<file path="src/rtl/dm_lsu_pkg.sv">
// Shared encodings for the data-memory load/store unit: access sizes, FSM states
// and the alignment check used when DM_LSU_MISALIGN_TRAP_EN is defined.
package dm_lsu_pkg;

  localparam logic [1:0] SZ_B   = 2'b00;
  localparam logic [1:0] SZ_H   = 2'b01;
  localparam logic [1:0] SZ_W   = 2'b10;
  localparam logic [1:0] SZ_RSV = 2'b11;

  typedef enum logic [1:0] {StIdle, StRd, StWr, StResp} state_e;

  function automatic logic is_misaligned(logic [1:0] size, logic [1:0] addr_lo);
    return ((size == SZ_H) && addr_lo[0]) || ((size == SZ_W) && (addr_lo != 2'b00));
  endfunction

endpackage

</file>
<file path="src/rtl/dm_lsu_if.sv">
// Core request/response handshake plus the single-port data-memory bus.
// master = core and memory side, slave = the LSU.
interface dm_lsu_if #(
  parameter int unsigned ADDR_W = 16
) ();

  logic              req_valid;
  logic              req_ready;
  logic              req_we;
  logic [1:0]        req_size;
  logic              req_unsigned;
  logic [31:0]       req_addr;
  logic [31:0]       req_wdata;
  logic              rsp_valid;
  logic [31:0]       rsp_rdata;
  logic              rsp_err;
  logic              dm_enable;
  logic              dm_write;
  logic [ADDR_W-1:0] dm_address;
  logic [31:0]       dm_in;
  logic [31:0]       dm_out;

  modport master (
    output req_valid, req_we, req_size, req_unsigned, req_addr, req_wdata, dm_out,
    input  req_ready, rsp_valid, rsp_rdata, rsp_err, dm_enable, dm_write, dm_address, dm_in
  );

  modport slave (
    input  req_valid, req_we, req_size, req_unsigned, req_addr, req_wdata, dm_out,
    output req_ready, rsp_valid, rsp_rdata, rsp_err, dm_enable, dm_write, dm_address, dm_in
  );

endinterface

</file>
<file path="src/rtl/dm_lsu_align.sv">
// Little-endian lane handling: extracts and extends load data, and merges sub-word
// store data into a previously read word.
module dm_lsu_align
  import dm_lsu_pkg::*;
(
  input  logic [1:0]  size,
  input  logic        zext,
  input  logic [1:0]  offset,
  input  logic [31:0] wdata,
  input  logic [31:0] rword,
  output logic [31:0] load_data,
  output logic [31:0] merged
);

  logic [7:0]  byte_sel;
  logic [15:0] half_sel;

  always_comb begin
    byte_sel  = rword[{offset, 3'b000} +: 8];
    half_sel  = offset[1] ? rword[31:16] : rword[15:0];
    load_data = rword;
    merged    = wdata;
    case (size)
      SZ_B: begin
        load_data = {{24{~zext & byte_sel[7]}}, byte_sel};
        merged    = rword;
        merged[{offset, 3'b000} +: 8] = wdata[7:0];
      end
      SZ_H: begin
        load_data = {{16{~zext & half_sel[15]}}, half_sel};
        merged    = rword;
        merged[{offset[1], 4'b0000} +: 16] = wdata[15:0];
      end
      default: begin
        load_data = rword;
        merged    = wdata;
      end
    endcase
  end

endmodule

</file>
<file path="src/rtl/dm_lsu.sv">
// Load/store unit for a single-port data memory; sub-word stores use read-modify-write.
// Define DM_LSU_MISALIGN_TRAP_EN to reject misaligned accesses instead of force-aligning.
module dm_lsu
  import dm_lsu_pkg::*;
#(
  parameter int unsigned ADDR_W = 16
) (
  input logic     clk,
  input logic     rst_n,
  dm_lsu_if.slave bus
);

  state_e            state_q;
  logic              req_ready_q;
  logic              rsp_valid_q;
  logic [31:0]       rsp_rdata_q;
  logic              rsp_err_q;
  logic              dm_enable_q;
  logic              dm_write_q;
  logic [ADDR_W-1:0] dm_address_q;
  logic [31:0]       dm_in_q;

  logic              we_q;
  logic [1:0]        size_q;
  logic              zext_q;
  logic [1:0]        off_q;
  logic [31:0]       wdata_q;

  logic              accept;
  logic              bad_req;
  logic [1:0]        off_in;
  logic [31:0]       load_data;
  logic [31:0]       merged;

  logic unused_addr;
  assign unused_addr = ^bus.req_addr[31:ADDR_W+2];

  always_comb begin
    accept = bus.req_valid && req_ready_q;
    // Force-align the lane offset; only matters when misaligned accesses are not trapped.
    case (bus.req_size)
      SZ_H:    off_in = {bus.req_addr[1], 1'b0};
      SZ_W:    off_in = 2'b00;
      default: off_in = bus.req_addr[1:0];
    endcase
`ifdef DM_LSU_MISALIGN_TRAP_EN
    bad_req = (bus.req_size == SZ_RSV) || is_misaligned(bus.req_size, bus.req_addr[1:0]);
`else
    bad_req = (bus.req_size == SZ_RSV);
`endif
  end

  dm_lsu_align u_align (
    .size      (size_q),
    .zext      (zext_q),
    .offset    (off_q),
    .wdata     (wdata_q),
    .rword     (bus.dm_out),
    .load_data (load_data),
    .merged    (merged)
  );

  always_ff @(posedge clk) begin
    if (!rst_n) begin
      state_q      <= StIdle;
      req_ready_q  <= 1'b0;
      rsp_valid_q  <= 1'b0;
      rsp_rdata_q  <= '0;
      rsp_err_q    <= 1'b0;
      dm_enable_q  <= 1'b1;
      dm_write_q   <= 1'b1;
      dm_address_q <= '0;
      dm_in_q      <= '0;
      we_q         <= 1'b0;
      size_q       <= SZ_B;
      zext_q       <= 1'b0;
      off_q        <= 2'b00;
      wdata_q      <= '0;
    end else begin
      case (state_q)
        StIdle: begin
          req_ready_q <= 1'b1;
          if (accept) begin
            req_ready_q  <= 1'b0;
            we_q         <= bus.req_we;
            size_q       <= bus.req_size;
            zext_q       <= bus.req_unsigned;
            off_q        <= off_in;
            wdata_q      <= bus.req_wdata;
            dm_address_q <= bus.req_addr[ADDR_W+1:2];
            if (bad_req) begin
              state_q     <= StResp;
              rsp_valid_q <= 1'b1;
              rsp_err_q   <= 1'b1;
              rsp_rdata_q <= '0;
            end else if (bus.req_we && (bus.req_size == SZ_W)) begin
              state_q     <= StWr;
              dm_enable_q <= 1'b0;
              dm_write_q  <= 1'b0;
              dm_in_q     <= bus.req_wdata;
            end else begin
              state_q     <= StRd;
              dm_enable_q <= 1'b0;
              dm_write_q  <= 1'b1;
            end
          end
        end
        StRd: begin
          if (we_q) begin
            state_q    <= StWr;
            dm_write_q <= 1'b0;
            dm_in_q    <= merged;
          end else begin
            state_q     <= StResp;
            dm_enable_q <= 1'b1;
            rsp_valid_q <= 1'b1;
            rsp_rdata_q <= load_data;
          end
        end
        StWr: begin
          state_q     <= StResp;
          dm_enable_q <= 1'b1;
          dm_write_q  <= 1'b1;
          dm_in_q     <= '0;
          rsp_valid_q <= 1'b1;
          rsp_rdata_q <= '0;
        end
        StResp: begin
          state_q     <= StIdle;
          req_ready_q <= 1'b1;
          rsp_valid_q <= 1'b0;
          rsp_err_q   <= 1'b0;
          rsp_rdata_q <= '0;
        end
        default: state_q <= StIdle;
      endcase
    end
  end

  assign bus.req_ready  = req_ready_q;
  assign bus.rsp_valid  = rsp_valid_q;
  assign bus.rsp_rdata  = rsp_rdata_q;
  assign bus.rsp_err    = rsp_err_q;
  assign bus.dm_enable  = dm_enable_q;
  assign bus.dm_write   = dm_write_q;
  assign bus.dm_address = dm_address_q;
  assign bus.dm_in      = dm_in_q;

endmodule

</file>
<file path="src/flat_wrapper.sv">
// flat-port wrapper written by rule: the top's interface ports become plain ports
module dm_lsu_flat import dm_lsu_pkg::*;
#(
  parameter int unsigned ADDR_W = 16
)
  (clk, rst_n, bus_req_valid, bus_req_we, bus_req_size, bus_req_unsigned, bus_req_addr, bus_req_wdata, bus_dm_out, bus_req_ready, bus_rsp_valid, bus_rsp_rdata, bus_rsp_err, bus_dm_enable, bus_dm_write, bus_dm_address, bus_dm_in);
  dm_lsu_if #(.ADDR_W(ADDR_W)) bus_i ();
  input logic clk;
  input logic rst_n;
  input wire logic [$bits(bus_i.req_valid)-1:0] bus_req_valid;
  input wire logic [$bits(bus_i.req_we)-1:0] bus_req_we;
  input wire logic [$bits(bus_i.req_size)-1:0] bus_req_size;
  input wire logic [$bits(bus_i.req_unsigned)-1:0] bus_req_unsigned;
  input wire logic [$bits(bus_i.req_addr)-1:0] bus_req_addr;
  input wire logic [$bits(bus_i.req_wdata)-1:0] bus_req_wdata;
  input wire logic [$bits(bus_i.dm_out)-1:0] bus_dm_out;
  output wire logic [$bits(bus_i.req_ready)-1:0] bus_req_ready;
  output wire logic [$bits(bus_i.rsp_valid)-1:0] bus_rsp_valid;
  output wire logic [$bits(bus_i.rsp_rdata)-1:0] bus_rsp_rdata;
  output wire logic [$bits(bus_i.rsp_err)-1:0] bus_rsp_err;
  output wire logic [$bits(bus_i.dm_enable)-1:0] bus_dm_enable;
  output wire logic [$bits(bus_i.dm_write)-1:0] bus_dm_write;
  output wire logic [$bits(bus_i.dm_address)-1:0] bus_dm_address;
  output wire logic [$bits(bus_i.dm_in)-1:0] bus_dm_in;
  assign bus_i.req_valid = bus_req_valid;
  assign bus_i.req_we = bus_req_we;
  assign bus_i.req_size = bus_req_size;
  assign bus_i.req_unsigned = bus_req_unsigned;
  assign bus_i.req_addr = bus_req_addr;
  assign bus_i.req_wdata = bus_req_wdata;
  assign bus_i.dm_out = bus_dm_out;
  assign bus_req_ready = bus_i.req_ready;
  assign bus_rsp_valid = bus_i.rsp_valid;
  assign bus_rsp_rdata = bus_i.rsp_rdata;
  assign bus_rsp_err = bus_i.rsp_err;
  assign bus_dm_enable = bus_i.dm_enable;
  assign bus_dm_write = bus_i.dm_write;
  assign bus_dm_address = bus_i.dm_address;
  assign bus_dm_in = bus_i.dm_in;
  dm_lsu #(.ADDR_W(ADDR_W)) u_core (.clk(clk), .rst_n(rst_n), .bus(bus_i));
endmodule
</file>
<file path="config.mk">
export PLATFORM = sky130hd
export DESIGN_NAME = dm_lsu_flat
export DESIGN_NICKNAME = d
export VERILOG_FILES = /design/src/rtl/dm_lsu_pkg.sv /design/src/rtl/dm_lsu_if.sv /design/src/rtl/dm_lsu_align.sv /design/src/rtl/dm_lsu.sv /design/src/flat_wrapper.sv
export SDC_FILE = /design/constraint.sdc
export NUM_CORES = 1
export LEC_CHECK = 0
export ABC_AREA = 1
export CAP_MARGIN = 20
export CORE_MARGIN = 2
export CORE_UTILIZATION = 45
export DETAILED_ROUTE_END_ITERATION = 12
export GPL_ROUTABILITY_DRIVEN = 0
export PLACE_DENSITY = 0.77
export REMOVE_ABC_BUFFERS = 1
export SLEW_MARGIN = 20
export SYNTH_ARGS = -nofsm -noshare
export SYNTH_HDL_FRONTEND = slang
export SYNTH_SLANG_ARGS = --single-unit
</file>
<file path="constraint.sdc">
create_clock -name clk -period 2.5 [get_ports clk]
set_input_delay 0.5 -clock clk [delete_from_list [all_inputs] [get_ports clk]]
set_output_delay 0.5 -clock clk [all_outputs]
set_load 0.1 [all_outputs]
</file>
-- Yosys cells after proc, flatten, opt, wreduce, memory -nomap -nowiden
Cells that the tools add are included.
- logic and storage cells: 85
- register bits: 125
- output and inout bits: 85
- bits of input ports: 103
- reduce and logical (&&, ||, !) cells: 13
- equal/unequal tests: 13
- muxes and demuxes: 35
- bitwise logic cells: 3
- add/sub/neg operators: 2
- shift-type cells: 5
- operators with widths (cell ; count):
    $mux W32 ; 7
    $pmux W32 S3 ; 2
    $pmux W32 S2 ; 2
    $bwmux W32 ; 2
    $shift A16 B7 Y32 const A ; 1
    $shift A8 B7 Y32 const A ; 1
    $shiftx A16 B7 Y32 ; 1
    $shiftx A32 B6 Y8 ; 1
    $shiftx A8 B7 Y32 ; 1
    $mux W16 ; 1
    $neg A5 Y7 ; 2
    $mux W1 ; 11
    $eq A2 B2 Y1 const B ; 4
    $ne A2 B1 Y1 const B ; 4
    $pmux W2 S4 ; 1
    $reduce_and A4 Y1 ; 2
    $eq A2 B1 Y1 const B ; 3
    $mux W2 ; 3
    $pmux W1 S3 ; 2
    $reduce_and A3 Y1 ; 2
    $reduce_and A5 Y1 ; 1
    $logic_not A2 Y1 ; 2
    $ne A2 B2 Y1 const B ; 2
    $pmux W1 S2 ; 2
    9 further kinds ; 11

-- Longest topological paths before layout
- depth in word-level cells: 6
- depth in mapped cells: 13
- gate-level depth less buffers: 10

-- By module
Synthesis repeated with hierarchy kept, for this count alone.
- cells, all modules: 1226
- area total of the unflattened synthesis: 7483.4 sq um
- modules (own cells, without submodules) (module ; cells each ; area an instance (sq um) ; times used ; seq. area each (sq um)):
    dm_lsu ; 820 ; 5554.1 ; 1 ; 2502.4
    dm_lsu_align ; 406 ; 1929.4 ; 1 ; 0.0

-- Least setup slack after synthesis
No wires, ideal clock.
- path type: register -> register
- from: reg u_core.req_ready_q (netlist: u_core.bus.req_ready)
- to: reg u_core.rsp_rdata_q[28] (netlist: u_core.bus.rsp_rdata[28])
- stages on the path, launching flop included: 10
- slack: 0.401 ns
- setup time: 0.070 ns
- required time: 2.430 ns
- data arrival time: 2.028 ns
- buffers on the path: 1
- clock period less this slack: 2.099 ns
- cell sequence: dfxtp_1 > nand2_2 > nand2_4 > nand2_2 > nor2_8 > inv_4 > buf_6 > a21oi_1 > nand2_1 > a21oi_1
- longest elaborated chain between the ends: 3
- RTL lines (item ; line ; source):
    start: declaration ; dm_lsu.sv:14 ; logic req_ready_q;
    start signal: assignment ; dm_lsu.sv:66 ; req_ready_q <= 1'b0;
    start signal: assignment ; dm_lsu.sv:82 ; req_ready_q <= 1'b1;
    start signal: assignment ; dm_lsu.sv:84 ; req_ready_q <= 1'b0;
    $logic_and A1 B1 Y1 ; dm_lsu.sv:39 ; accept = bus.req_valid && req_ready_q;
    $ne A2 B1 Y1 (no source line) ; - ;
    $reduce_and A3 Y1 (no source line) ; - ;
    end signal: assignment ; dm_lsu.sv:117 ; rsp_rdata_q <= load_data;
    end: declaration ; dm_lsu.sv:16 ; logic [31:0] rsp_rdata_q;
No other way between the ends.
A chain may end at the register's enable or synchronous reset.

-- Worst setup path after layout
- from: reg u_core.off_q[1]
- to: reg u_core.rsp_rdata_q[0] (netlist: u_core.bus.rsp_rdata[0])
- longest elaborated chain between the ends: 4
- elaborated cells on any way between the ends: 5
- classes of those cells: 1 x shift; 4 x mux
- RTL lines (item ; line ; source):
    start: declaration ; dm_lsu.sv:26 ; logic [1:0] off_q;
    start signal: assignment ; dm_lsu.sv:88 ; off_q <= off_in;
    $shiftx A32 B6 Y8 or $mux W16 (tied branches) ; dm_lsu_align.sv:19, dm_lsu_align.sv:20 ;
    $pmux W32 S2 * ; dm_lsu_align.sv:23 ; case (size)
    $mux W32 * ; dm_lsu.sv:109 ; if (we_q) begin
    $pmux W32 S3 * ; dm_lsu.sv:80 ; case (state_q)
Mark *: on every way between the ends. The rest lies on a longest branch, timed or not. The select of a mux whose other input is x is not followed.

==> results.ini <==
[cells_and_area]
mostFrequentLayoutCell=nand2_1
syn_to_final_growth_pct=33.5
layout-drive-gt1-share_pct=14.4
final_cell_mix=239 x nand2_1, 143 x o21ai_0, 141 x a21oi_1, 123 x dfxtp_1, 105 x buf_4
antenna_cells=0
finalInstanceArea_mm2=0.00924
nNetsFinal=1296

[clock_network]
cts_buffer_depth=2
root_buffer=clkbuf_16
cts.clk_slew.worst_paths_ps=60
post_cts.repair.setup_buffers=0
cts_hold_buf=0
cts_buffers=17
cts_tree=yes
h-tree-depth=4
clkLatencyLatePin_ps=430
cts_resized=0
cts_sinks=125

[synthesis]
synth-async-reset-ratio_pct=0
ys_ff_latch=125
synth-seq-area-share_pct=36.1
synthCells=1035
yosysWarningCount=0
netlist_area_mm2=0.00692
synth_cell_type_count=37
synth_ff_type=dfxtp_1
avgSynthCellArea_um2=6.69
synth_edf_count=0

[global_route]
globalRouteTotalUtil_pct=28.3
antenna_found_initial=0
overflow=0
grt_pass1_wl_um=36600
grt_max_degree=92
grt_pass1_vias=6990

[power]
powerDensity_mw_per_mm2=1440
power_leakage_nw=3.92
design_power_total_mw=13.3
irDropWorstVdd_uv=926

[timing]
grt_setup_unrepaired=no
fin_crit_sh_pct=81.1
setup_violations=0
timing.fmax_mhz=493
max_slew.worst_pin.slew_ps=587
finClkSkew_ps=7.12
final-max-slew-violation-count=0
relSlewSlack_pct=60.8
finalSetupTns_ps=0
fin_crit_ps=2030
hold_violations=0

[drt]
wl_per_cell_um=16.9
wl_met2_um=10400
drtIter0Drc=816
wl_met1_um=10400
dr.pass1.iters=5
highest_layer=met4
drc=0
num_vias=7825
dr_wl_met3_um=2120
routed_wl_um=23400
vias_per_cell=5.66
postRouteAntennaNets=0

[floorplan]
design.core.area_mm2=0.0151
die_h_um=128
dieArea_mm2=0.0164
placementRows=45
start_util_pct=45.7
fp.dieW_um=128
ios=188

[placed_design]
dp_hpwl_um=16300
place_area_mm2=0.00859
portBuffers=173

[critical_path]
worstRegToRegCells=7
critical_path.endpoint_type=flip-flop
cp_max_fo=11
worstPathRequired_ps=2860
worstPathArrival_ps=2390
criticalPathCategory=reg -> reg
start_kind=flip-flop

[job]
drv_cap=0

[min_path]
min_path_cells=2
hold_path_class=reg -> reg

[outcome]
status=completed

power by group:
part	internal, mW	switching (mW)	total [mW]
registers	2.57	0.373	2.94
logic	1.85	5.78	7.63
clock network	1.79	0.961	2.76
per-layer routing:
layer  vias to the layer above  GRT usage (%)
met5                         -              0
li1                       3813              -
met1                      3585           38.7
met2                       390           43.5
met3                        37           7.18
met4                         0           9.44
metrics by stage:
step           util, %  worst slack [ps]  cells  hold slack (ps)
2_1_floorplan        -              -636    964              461
3_3_place_gp      56.7               221   1350              453
3_5_place_dp      56.7               173   1350              457
4_1_cts           61.0               548   1382              465
5_1_grt           61.0               361   1382              479
6_report          61.0               472   1382              463
synth_stat cells (2+ instances only):
cell | number | area share [%]
nand2_1 | 239 | 13
a211oi_1 | 26 | 2.8
a21oi_2 | 5 | 0.63
o2111ai_1 | 7 | 0.89
nor2_1 | 91 | 4.9
o21a_1 | 2 | 0.22
nor2_4 | 4 | 0.65
buf_4 | 2 | 0.22
o21ai_0 | 143 | 10
nor3_1 | 4 | 0.29
clkbuf_1 | 44 | 2.4
nand2_2 | 5 | 0.45
inv_1 | 53 | 2.9
a31oi_1 | 7 | 0.63
a22oi_1 | 9 | 0.98
buf_1 | 4 | 0.22
o211ai_1 | 10 | 1.1
buf_2 | 15 | 1.1
ha_1 | 12 | 2.2
a21oi_1 | 141 | 10
inv_2 | 6 | 0.33
nand3_1 | 60 | 4.3
buf_6 | 6 | 0.98
dfxtp_1 | 125 | 36
clkinv_1 | 3 | 0.16
cells by family (layout without fill, tap and decap cells):
family	Yosys count	after routing	share of synthesized area, %
AOI/OAI and AO/OA	356	356	28.6
adders and majority gates	12	12	2.17
buffers and inverters	134	293	8.33
DFF	125	125	36.1
and+or+nand+nor	408	408	24.8
layout make-up:
class	instances	area [um^2]
multi-input cells	776	3840
flip-flops and latches	125	2500
inverters	63	239
repair buffers	198	1760
clock buffers	18	439
fillers	1441	5900
clock inverters	14	216
well taps	188	235
critical path: stages (launching register included):
cell and delay [ps]:
dfxtp_2 330, inv_1 140, buf_4 230, a21oi_1 310
clkinv_1 400, nand2_1 180, o2111ai_1 210, a21oi_1 170
final timing paths:
check                                                          start                                   end  slack [ps]
worst min register to register  u_core.bus.rsp_rdata[1]$_SDFFE_PN0P_  u_core.bus.rsp_rdata[1]$_SDFFE_PN0P_         460
worst max-delay path                    u_core.off_q[1]$_SDFFE_PN0P_  u_core.bus.rsp_rdata[0]$_SDFFE_PN0P_         470
worst min-delay path            u_core.bus.rsp_rdata[1]$_SDFFE_PN0P_  u_core.bus.rsp_rdata[1]$_SDFFE_PN0P_         460
worst max register to register          u_core.off_q[1]$_SDFFE_PN0P_  u_core.bus.rsp_rdata[0]$_SDFFE_PN0P_         470
sequential cells by signal, indices dropped and copies added, names as in the netlist:
| register | flops |
|---|---|
| u_core.bus.dm_in | 32 |
| u_core.bus.rsp_rdata | 32 |
| u_core.wdata_q | 32 |
| u_core.bus.dm_address | 16 |
| u_core.off_q | 2 |
| u_core.size_q | 2 |
| u_core.state_q | 2 |
| u_core.bus.dm_enable | 1 |
| u_core.bus.dm_write | 1 |
| u_core.bus.req_ready | 1 |
| u_core.bus.rsp_err | 1 |
| u_core.bus.rsp_valid | 1 |
| u_core.we_q | 1 |
| u_core.zext_q | 1 |
Power figures use the tool's default switching activity.
